### src/rtl/bist_pkg.sv
// Shared definitions for the BIST sequencer: state encoding and default sizing.
// Both bist_counter and bist_sequencer import this package.
package bist_pkg;

   localparam int BIST_CNT_W       = 8;
   localparam int BIST_SEED_SW_DEF = 4;

   typedef enum logic [2:0] {
      S_IDLE = 3'd0,
      S_ARM  = 3'd1,
      S_INIT = 3'd2,
      S_RUN  = 3'd3,
      S_GAP  = 3'd4,
      S_DONE = 3'd5,
      S_HOLD = 3'd6,
      S_WAIT = 3'd7
   } state_t;

endpackage

### src/rtl/bist_counter.sv
// Pattern/phase counter pair for the BIST sequencer.
// pat wraps to 0 on its last count; phase advances only when asked to.
module bist_counter
   import bist_pkg::*;
#(
   parameter int CNT_W = BIST_CNT_W
) (
   input  logic             clk,
   input  logic             reset,
   input  logic             clr,
   input  logic             en,
   input  logic             phase_inc,
   input  logic [CNT_W-1:0] n_max,
   input  logic [CNT_W-1:0] m_max,
   output logic             pat_last,
   output logic             phase_last,
   output logic [CNT_W-1:0] phase
);

   logic [CNT_W-1:0] pat;

   always_ff @(posedge clk) begin
      if (reset || clr) begin
         pat   <= '0;
         phase <= '0;
      end else begin
         if (en) begin
            pat <= pat_last ? '0 : pat + 1'b1;
         end
         if (phase_inc) begin
            phase <= phase + 1'b1;
         end
      end
   end

   // Terminal counts compare against max-1 so a full-scale max never wraps.
   assign pat_last   = (pat == n_max - 1'b1);
   assign phase_last = (phase == m_max - 1'b1);

endmodule

### src/rtl/bist_sequencer.sv
// BIST session sequencer: runs M phases of N patterns with a one-cycle gap between.
// Optional abort support is compiled in with macro BIST_ABORT_EN.
//
// state | meaning
// IDLE  | after reset, waiting for START low
// ARM   | waiting for START high
// INIT  | one-cycle session start, config already latched
// RUN   | applying patterns (OUT=1)
// GAP   | one-cycle break between phases
// DONE  | one-cycle session end
// HOLD  | finished, waiting for START low
// WAIT  | finished, waiting for START high to rerun
module bist_sequencer
   import bist_pkg::*;
#(
   parameter int CNT_W       = BIST_CNT_W,
   parameter int SEED_SW_DEF = BIST_SEED_SW_DEF
) (
   input  logic             CLK,
   input  logic             RESET,
   input  logic             START,
   input  logic [CNT_W-1:0] N_CFG,
   input  logic [CNT_W-1:0] M_CFG,
   input  logic [CNT_W-1:0] SEED_SW,
`ifdef BIST_ABORT_EN
   input  logic             ABORT,
   output logic             ABORTED,
`endif
   output logic             INIT,
   output logic             RUNNING,
   output logic             OUT,
   output logic             SEED,
   output logic             FINISH,
   output logic             BIST_END,
   output logic [CNT_W-1:0] PHASE
);

   state_t           state;
   state_t           state_next;
   logic [CNT_W-1:0] n_lat;
   logic [CNT_W-1:0] m_lat;
   logic [CNT_W-1:0] sw_lat;
   logic             ld;
   logic             cnt_en;
   logic             phase_inc;
   logic             pat_last;
   logic             phase_last;
   logic [CNT_W-1:0] phase;
`ifdef BIST_ABORT_EN
   logic             abort_hit;
`endif

   bist_counter #(
      .CNT_W (CNT_W)
   ) u_counter (
      .clk        (CLK),
      .reset      (RESET),
      .clr        (ld),
      .en         (cnt_en),
      .phase_inc  (phase_inc),
      .n_max      (n_lat),
      .m_max      (m_lat),
      .pat_last   (pat_last),
      .phase_last (phase_last),
      .phase      (phase)
   );

   // Config is captured on the edge entering INIT so INIT can already branch on it.
   always_ff @(posedge CLK) begin
      if (RESET) begin
         state  <= S_IDLE;
         n_lat  <= '0;
         m_lat  <= '0;
         sw_lat <= CNT_W'(SEED_SW_DEF);
      end else begin
         state <= state_next;
         if (ld) begin
            n_lat  <= N_CFG;
            m_lat  <= M_CFG;
            sw_lat <= SEED_SW;
         end
      end
   end

   always_comb begin
      state_next = state;
      ld         = 1'b0;
      cnt_en     = 1'b0;
      phase_inc  = 1'b0;
      INIT       = 1'b0;
      RUNNING    = 1'b0;
      OUT        = 1'b0;
      SEED       = 1'b0;
      FINISH     = 1'b0;
      BIST_END   = 1'b0;
      PHASE      = phase;
`ifdef BIST_ABORT_EN
      abort_hit  = 1'b0;
`endif
      case (state)
         S_IDLE: begin
            if (!START) state_next = S_ARM;
         end
         S_ARM: begin
            if (START) begin
               state_next = S_INIT;
               ld         = 1'b1;
            end
         end
         S_INIT: begin
            INIT       = 1'b1;
            state_next = (n_lat == '0 || m_lat == '0) ? S_DONE : S_RUN;
         end
         S_RUN: begin
            RUNNING = 1'b1;
            OUT     = 1'b1;
            SEED    = (phase >= sw_lat);
            cnt_en  = 1'b1;
            if (pat_last) state_next = S_GAP;
         end
         S_GAP: begin
            RUNNING = 1'b1;
            if (phase_last) begin
               state_next = S_DONE;
            end else begin
               state_next = S_RUN;
               phase_inc  = 1'b1;
            end
         end
         S_DONE: begin
            FINISH     = 1'b1;
            BIST_END   = 1'b1;
            state_next = S_HOLD;
         end
         S_HOLD: begin
            BIST_END = 1'b1;
            if (!START) state_next = S_WAIT;
         end
         S_WAIT: begin
            BIST_END = 1'b1;
            if (START) begin
               state_next = S_INIT;
               ld         = 1'b1;
            end
         end
         default: begin
            state_next = S_IDLE;
            PHASE      = '0;
         end
      endcase
`ifdef BIST_ABORT_EN
      if (ABORT && (state == S_RUN || state == S_GAP)) begin
         abort_hit  = 1'b1;
         state_next = S_DONE;
         cnt_en     = 1'b0;
         phase_inc  = 1'b0;
      end
`endif
   end

`ifdef BIST_ABORT_EN
   always_ff @(posedge CLK) begin
      if (RESET || ld) begin
         ABORTED <= 1'b0;
      end else if (abort_hit) begin
         ABORTED <= 1'b1;
      end
   end
`endif

endmodule

### config.mk
export PLATFORM = sky130hd
export DESIGN_NAME = bist_sequencer
export DESIGN_NICKNAME = d
export VERILOG_FILES = /design/src/rtl/bist_pkg.sv /design/src/rtl/bist_counter.sv /design/src/rtl/bist_sequencer.sv
export SDC_FILE = /design/constraint.sdc
export NUM_CORES = 1
export LEC_CHECK = 0
export BUFFER_PORTS_ARGS = -buffer_cell sky130_fd_sc_hd__buf_2
export CORE_AREA = 3 3 86 128
export CTS_CLUSTER_SIZE = 25
export DETAILED_ROUTE_END_ITERATION = 10
export DIE_AREA = 0 0 89 131
export HOLD_SLACK_MARGIN = 0.08
export REMOVE_ABC_BUFFERS = 1
export SETUP_SLACK_MARGIN = 0.1
export SLEW_MARGIN = 20
export SYNTH_ARGS = -nofsm -noshare
export SYNTH_HDL_FRONTEND = slang
export SYNTH_HIERARCHICAL = 1
export SYNTH_SLANG_ARGS = --single-unit
### constraint.sdc
create_clock -name CLK -period 2.5 [get_ports CLK]
set_clock_uncertainty 0.05 [all_clocks]
set_input_delay 0.5 -clock CLK [delete_from_list [all_inputs] [get_ports CLK]]
set_output_delay 0.5 -clock CLK [all_outputs]
set_load 0.01 [all_outputs]
======== After elaboration in Yosys (flattened, before gate mapping) ========
Index checks and enable logic that the tools add are counted.
cells by class
  $add $sub $neg .......................... 4
  order comparisons ....................... 1
  eq/ne operators ......................... 13
  mux-type cells .......................... 18
  reductions and logical operators ........ 9
operators with widths
  kind                 count
  $pmux 3 s7           1
  $mux 3               6
  $add 8x1->8 const B  2
  $eq 8x8->1           2
  $logic_not 8->1      2
  $sub 8x1->8 const B  2
  $eq 3x3->1 const B   4
  $mux 1               10
  $ge 8x8->1           1
  $mux 8               1
  $eq 3x2->1 const B   2
  $ne 2x1->1 const B   2
  $ne 2x2->1 const B   2
  $reduce_and 4->1     1
  $reduce_or 2->1      2
  $eq 3x1->1 const B   1
  $logic_not 3->1      1
  $reduce_or 3->1      1
  $logic_or 1x1->1     2
storage, ports and cells
  register bits ........................... 43
  bits of input ports ..................... 27
  output and inout bits ................... 14

======== Logic depth before layout (Yosys ltp) ========
Gate-level depths: netlist of run 1.
  depth in word-level cells ............... 4
  gate-level depth with buffers ........... 13
  depth with buffers taken out ............ 12

======== Hierarchy ========
The synthesis of run 1 kept the hierarchy.
modules (own cells, without submodules)
  module          instances  cells each  area each (um2)  seq. area each (um2)
  bist_sequencer  1          170         1313.8           540.5
  bist_counter    1          138         1156.1           320.3

======== Worst setup path before layout of run 1 ========
Ideal clock, no wire load.
  path type ............................... flip-flop to flip-flop
  from .................................... register m_lat[2]
  to ...................................... register u_counter.phase[7]
  setup time .............................. 0.071 ns
  data arrival time ....................... 2.467 ns
  data required time ...................... 2.379 ns
  path slack .............................. -0.087 ns
  cell stages (with the launch flop) ...... 12
  clock period less this slack ............ 2.587 ns
  path through ............................ dfxtp_1 nor2_1 nor4b_1 nor3b_1 xnor2_1 nand4_1 nor4_1 nor4b_1 clkbuf_1 nand4_1 or3_1 a21oi_1
on the way
  cells in the longest elaborated chain, start to end .. 4
RTL lines
  item                      line                   source
  start: declaration        bist_sequencer.sv:41   logic [CNT_W-1:0] m_lat;
  start signal: assignment  bist_sequencer.sv:73   m_lat <= '0;
  start signal: assignment  bist_sequencer.sv:79   m_lat <= M_CFG;
  $sub 8x1->8               bist_counter.sv:38     assign phase_last = (phase == m_max - 1'b1);
  $eq 8x8->1                bist_counter.sv:38
  net phase_last            bist_sequencer.sv:47   logic phase_last;
  $mux 1                    bist_sequencer.sv:123  if (phase_last) begin
  $mux 1                    bist_sequencer.sv:100  case (state)
  net phase_inc             bist_sequencer.sv:45   logic phase_inc;
  end signal: assignment    bist_counter.sv:31     phase <= phase + 1'b1;
  end: declaration          bist_counter.sv:17     output logic [CNT_W-1:0] phase
The timed path passes the listed nets, and every way through them passes these cells.
A chain may end at the register's enable or synchronous reset.

======== Worst setup path in the final report of run 1 ========
  from .................................... register u_counter.phase[0]
  to ...................................... output SEED
on the way
  cells in the longest elaborated chain, start to end .. 2
RTL lines
  item              line                   source
  $ge 8x8->1        bist_sequencer.sv:117  SEED = (phase >= sw_lat);
  $mux 1            bist_sequencer.sv:100
  end: declaration  bist_sequencer.sv:32   output logic SEED,
Every way passes these cells.

==> impl_metrics.tcl, run 1 <==
set metrics [dict create \
    status "finished, final reports clean" \
    min_period_over_period 0.940 \
    hold_slack_ns 0.391 \
    post-place-ws_ns -0.115 \
    post-route-util 0.318 \
    clockRootBuffer "clkbuf_16" \
    coreArea_sq_um 10100 \
    clkTransAtPathRegs_ns 0.06 \
    cp-start-kind "register" \
    power.total_mw 1.65 \
    grt_max_degree 27 \
    worst_hold_path_type "in -> reg" \
    overflow 0 \
    path_cells "inv_2 > ha_4 > nand2b_4 > a2111oi_4 > o31a_1 > nor4_2 > buf_2" \
    period_minus_slack_ns 2.35 \
    crit_fanout 2 \
    dieArea_sq_um 11700 \
    cts_max_path_buffers 2 \
    yosysWarnings 6 \
    power_per_cell_area_nw_per_um2 515 \
    synth_compound_area_frac 0.148 \
    grt_pass1_vias 2330 \
    seq_area_frac_synth 0.349 \
    synthXorXnorAreaFrac 0.116 \
    stdcell_count 481 \
    area_growth_pct 29.9 \
    antenna_found_initial 0 \
    drtIter0Drc 67 \
    fp.dieH_microns 131 \
    fin_ws_ns 0.150 \
    peakVddDrop_mv 0.240 \
    routed_via_density 4.89 \
    clk_latency_ns 0.28 \
    synth_cells 308 \
    cts_buffers 5 \
    dp.cells 469 \
    synth_flop_cell "dfxtp_1" \
    cts_tree "built" \
    dr.pass1.iters 4 \
    vias 2350 \
    wirelength_mm 6.41 \
    cp.required_ns 1.95 \
    clkSinkCount 43 \
    htree_levels 2 \
    wl_per_cell_microns 13.3 \
    max_freq_ghz 0.426 \
    final_cell_mix "nand2_1, buf_2, dfxtp_1, a21oi_1" \
    ys_ff_latch 43 \
    muxShareOfSynthArea 0.00811 \
    fill_cells 1058 \
    netlist_area_sq_um 2470 \
    finalSetupViolations 0 \
    grt_setup_unrepaired "true" \
    synth_top_family_by_area "simple AND/OR/NAND/NOR gates" \
    die_x_microns 89 \
    avgSynthCellArea_sq_um 8.02 \
    diodes 0 \
    yosys.area_share.simple 0.264 \
    arrival_ns 1.80 \
    async_flop_share 0 \
    max_stage_delay_ns 0.34 \
    worst_pin_slew_ns 0.518 \
    end_kind "output port" \
    p_leak_nw 1.24 \
    routabilityCongestion 0.806 \
    grt_pass1_wl_mm 10.5 \
    synth.distinct_cells 52 \
    synth_fa_ha_area_frac 0.0608 \
    final_common_cell "nand2_1" \
    start_util 0.245 \
    cp_slowest_cell "dfxtp_2" \
    grt_usage 0.115 \
    synth-edff-count 0 \
    timing.final.max_slew_violations 0 \
    dp_hpwl_mm 4.73 \
    detail-route-antenna-nets 0 \
    port_buffers 40 \
    fin_nets 402 \
    row_count 45 \
    critical_path_class "reg -> out" \
    maxCapViolations 0 \
    drc 0 \
    drive_above_1_share 0.297 \
    worst_slew_margin_rel 0.654 \
    pin_count 41 \
    finalHoldViolations 0 \
]
==> stage by stage <==
step / TNS [ns] / instance area, sq um
2_1_floorplan: -1.44 / 2390
3_3_place_gp: -0.0776 / 2880
3_5_place_dp: -0.341 / 2880
4_1_cts: 0 / 3080
5_1_grt: 0 / 3210
6_report: 0 / 3210
==> final cells by class <==
class                           count  area [sq um]  area share
Tap cell                          117           146      0.0456
Clock inverter                      2          12.5     0.00390
Multi-Input combinational cell    236          1620       0.505
Sequential cell                    43           877       0.273
Timing Repair Buffer               62           365       0.114
Inverter                           15          58.8      0.0183
Clock buffer                        6           129      0.0402
==> worst paths after layout <==
check | startpoint | endpoint | slack, ns | cells past startpoint
worst max-delay path | u_counter/phase[0]$_SDFFE_PP0P_ | SEED | 0.15 | 7
worst min-delay path | SEED_SW[3] | sw_lat[3]$_SDFFE_PP0P_ | 0.39 | 3
worst max register to register | m_lat[2]$_SDFFE_PP0P_ | u_counter/phase[5]$_SDFFE_PP0P_ | 0.16 | 11
worst min register to register | sw_lat[3]$_SDFFE_PP0P_ | sw_lat[3]$_SDFFE_PP0P_ | 0.40 | 2
==> registers in the layout (all words and copies together) (netlist names) <==
register / count
m_lat: 8
n_lat: 8
sw_lat: 8
u_counter/pat: 8
u_counter/phase: 8
state: 3
==> repair_timing <==
action                     4_1_cts  5_1_grt
buffers inserted                 3        1
hold buffers                     0        0
pin swaps                        7       17
resized for setup               12       28
setup endpoints to repair       15       13
==> critical path: cells and delay by family, from the launching register on <==
kind	cells	cell delay [ns]
AOI/OAI and AO/OA	2	0.35
buffers and inverters	2	0.22
adders and majority gates	1	0.24
DFF	1	0.34
and+or+nand+nor	2	0.37
==> cell usage after synthesis, drive strengths merged (2+ instances only) <==
cell type / number / area (sq um)
and3: 3 / 18.8
or2: 2 / 12.5
nor4: 7 / 43.8
a2111oi: 2 / 17.5
nor3b: 3 / 22.5
buf: 7 / 48.8
nor3: 3 / 15.0
mux2i: 2 / 20.0
nand4: 8 / 50.1
nand2: 59 / 221
xor2: 11 / 96.3
nand3: 5 / 30.0
a211oi: 2 / 15.0
xnor2: 19 / 166
nand2b: 6 / 37.5
nor4b: 2 / 17.5
nor2: 23 / 86.3
a21o: 3 / 23.8
or3: 3 / 18.8
inv: 15 / 58.8
a21oi: 32 / 160
dfxtp: 43 / 861
ha: 12 / 150
clkbuf: 7 / 26.3
nor2b: 2 / 12.5
nand3b: 2 / 15.0
o21ai: 7 / 35.0
==> logic make-up after synthesis <==
kind of cell	Yosys count
AND/OR/NAND/NOR	133
AO/OA/AOI/OAI	58
flip-flops	43
XOR/XNOR	31
buffers and inverters	29
adder cells (fa/ha/maj)	12
multiplexers	2
==> routing by layer <==
metal  wire length [microns]  track usage  vias to the layer above
li1                        -            -                     1172
met3                     245       0.0213                       15
met1                    2520        0.121                     1107
met5                       0            0                        -
met4                     187       0.0508                        0
met2                    3460        0.215                       56
==> power by group <==
group | internal, mW | leakage [nW] | total, mW | switching (mW)
clock | 0.369 | 0.0669 | 0.633 | 0.264
sequential | 0.708 | 0.353 | 0.738 | 0.0303
combinational | 0.138 | 0.817 | 0.282 | 0.144
total | 1.21 | 1.24 | 1.65 | 0.439
(Power assumes the default switching activity.)
==> run 2: changes to the inputs <==
--- a/config.mk
+++ b/config.mk
@@ -12,9 +12,8 @@
 export DIE_AREA = 0 0 89 131
 export HOLD_SLACK_MARGIN = 0.08
 export REMOVE_ABC_BUFFERS = 1
-export SETUP_SLACK_MARGIN = 0.1
+export SETUP_SLACK_MARGIN = 0.2
 export SLEW_MARGIN = 20
 export SYNTH_ARGS = -nofsm -noshare
 export SYNTH_HDL_FRONTEND = slang
-export SYNTH_HIERARCHICAL = 1
 export SYNTH_SLANG_ARGS = --single-unit
==> impl_metrics.tcl, run 2 <==
set metrics [dict create \
    status "finished, final reports clean" \
    cts_hold_buf 0 \
    worst_pin_slew_ns 0.581 \
    dp.cells 469 \
    cts_buffers 5 \
    dieArea_sq_um 11700 \
    finalHoldViolations 0 \
    yosysTopAreaCell "dfxtp_1" \
    area_growth_pct 25.2 \
    dp_hpwl_mm 4.83 \
    path_cells "inv_2 > ha_4 > nand2b_4 > a21o_1 > a21oi_2 > nor2b_1 > o21ai_1 > a21oi_1 > o31a_1 > buf_2" \
    start_util 0.245 \
    dr.pass1.iters 4 \
    path_delay_family "compound AO/OA/AOI/OAI gates" \
    synth_area_leaders "dfxtp_1, nand2_1, a21oi_1" \
    avgSynthCellArea_sq_um 7.81 \
    yosysWarnings 0 \
    p_leak_nw 1.24 \
    coreArea_sq_um 10100 \
    overflow 0 \
    drtIter0Drc 104 \
    drc 0 \
    cp_num_buf_inv 2 \
    synth_cells 316 \
    async_flop_share 0 \
    cp-start-kind "register" \
    clockRootBuffer "clkbuf_16" \
    grt_usage 0.112 \
    worst_slew_margin_rel 0.612 \
    routed_via_density 4.88 \
    grt_pass1_wl_mm 10.3 \
    post_dp_cell_area_sq_um 2830 \
    routabilityCongestion 0.853 \
    fin_nets 405 \
    synth-edff-count 0 \
    wirelength_mm 6.54 \
    synth_commonest_cells "nand2_1, dfxtp_1, a21oi_1, nor2_1, xnor2_1" \
    min_period_over_period 0.967 \
    netlist_area_sq_um 2470 \
    maxCapViolations 0 \
    diodes 0 \
    cp.required_ns 1.95 \
    timing.final.max_slew_violations 0 \
    vias 2347 \
    clkSinkCount 43 \
    max_freq_ghz 0.414 \
    detail-route-antenna-nets 0 \
    critical_path_class "reg -> out" \
    wl_per_cell_microns 13.6 \
    grt_setup_unrepaired "true" \
    finalSetupViolations 0 \
    final_common_cell "nand2_1" \
    cp_slowest_cell "dfxtp_2" \
    synth_top_area_frac 0.349 \
    htree_levels 2 \
    synth.distinct_cells 45 \
    stdcell_count 481 \
    tns_ns 0 \
    crit_fanout 2 \
    ys_ff_latch 43 \
    end_kind "output port" \
    period_minus_slack_ns 2.42 \
    port_buffers 40 \
    clk_latency_ns 0.28 \
    die_x_microns 89 \
    cts_max_path_buffers 2 \
    pin_count 41 \
    final_cell_mix "nand2_1, buf_2, dfxtp_1, a21oi_1, nor2_1" \
    worst_hold_path_type "in -> reg" \
    arrival_ns 1.87 \
    synth_flop_cell "dfxtp_1" \
    grt_pass1_vias 2249 \
    drive_above_1_share 0.223 \
    row_count 45 \
    peakVddDrop_mv 0.285 \
    seq_area_frac_synth 0.349 \
    clkTransAtPathRegs_ns 0.06 \
    grt_max_degree 24 \
    max_stage_delay_ns 0.32 \
    fin_area_sq_um 3090 \
    antenna_found_initial 0 \
    power_per_cell_area_nw_per_um2 500 \
    yosys.cell_count.top_type "nand2_1" \
    fp.dieH_microns 131 \
    cts_tree "built" \
]
==> run 2: layer usage <==
layer,GRT usage,wire length [microns]
met2,0.210,3610
met1,0.118,2570
met3,0.0257,251
met4,0.0421,114
met5,0,0
==> run 2: final cells by class <==
cell class,count,area [sq um]
clock buffers,6,139
fillers,1060,6990
multi-input cells,246,1570
repair buffers,54,305
inverters,14,52.6
clock inverters,1,5.00
well taps,117,146
flip-flops and latches,43,871
==> run 2: kinds of logic after synthesis <==
family / count (synthesis) / share of synthesized area
AO/OA/AOI/OAI: 64 / 0.151
XOR/XNOR: 29 / 0.103
adder cells (fa/ha/maj): 14 / 0.0710
buffers and inverters: 28 / 0.0466
flip-flops: 43 / 0.349
multiplexers: 2 / 0.00811
AND/OR/NAND/NOR: 136 / 0.272
==> run 2: timing repair <==
action,CTS,global route
gates cloned,0,1
gates resized for setup,8,11
buffers inserted,0,4
endpoints found under the setup margin,5,18
pin swaps,6,5
==> run 2: worst register-to-register path, cell delays in order, from the launching register on <==
cell,delay (ns)
dfxtp_4,0.37
inv_1,0.06
ha_2,0.21
nor2b_1,0.13
or3_1,0.35
a31oi_1,0.20
nand4_2,0.22
nand3_4,0.17
buf_4,0.12
or3_1,0.09
a21oi_1,0.05
==> run 2: where the power goes <==
part | switching [mW] | internal (mW)
clock network | 0.264 | 0.390
registers | 0.0208 | 0.701
logic | 0.0897 | 0.0822
==> run 2: final timing paths <==
check                                        from                               to  slack [ns]  cells after the start
hold / removal                         SEED_SW[2]           sw_lat[2]$_SDFFE_PP1P_        0.37                      2
hold reg to reg            sw_lat[6]$_SDFFE_PP0P_           sw_lat[6]$_SDFFE_PP0P_        0.41                      2
setup reg to reg            m_lat[0]$_SDFFE_PP0P_  u_counter.phase[4]$_SDFFE_PP0P_        0.34                     10
setup / recovery  u_counter.phase[0]$_SDFFE_PP0P_                             SEED        0.08                     10
==> run 2: through the flow <==
stage | total power [mW] | hold slack (ns) | utilization | setup WS [ns]
after floorplan | 0.838 | 0.380 | - | 0.178
after global placement | 0.897 | 0.398 | 0.281 | 0.178
after detailed placement | 0.902 | 0.401 | 0.281 | 0.0723
after CTS | 1.56 | 0.367 | 0.298 | -0.0254
after global routing | 1.61 | 0.397 | 0.307 | -0.0416
final | 1.55 | 0.370 | 0.307 | 0.0826
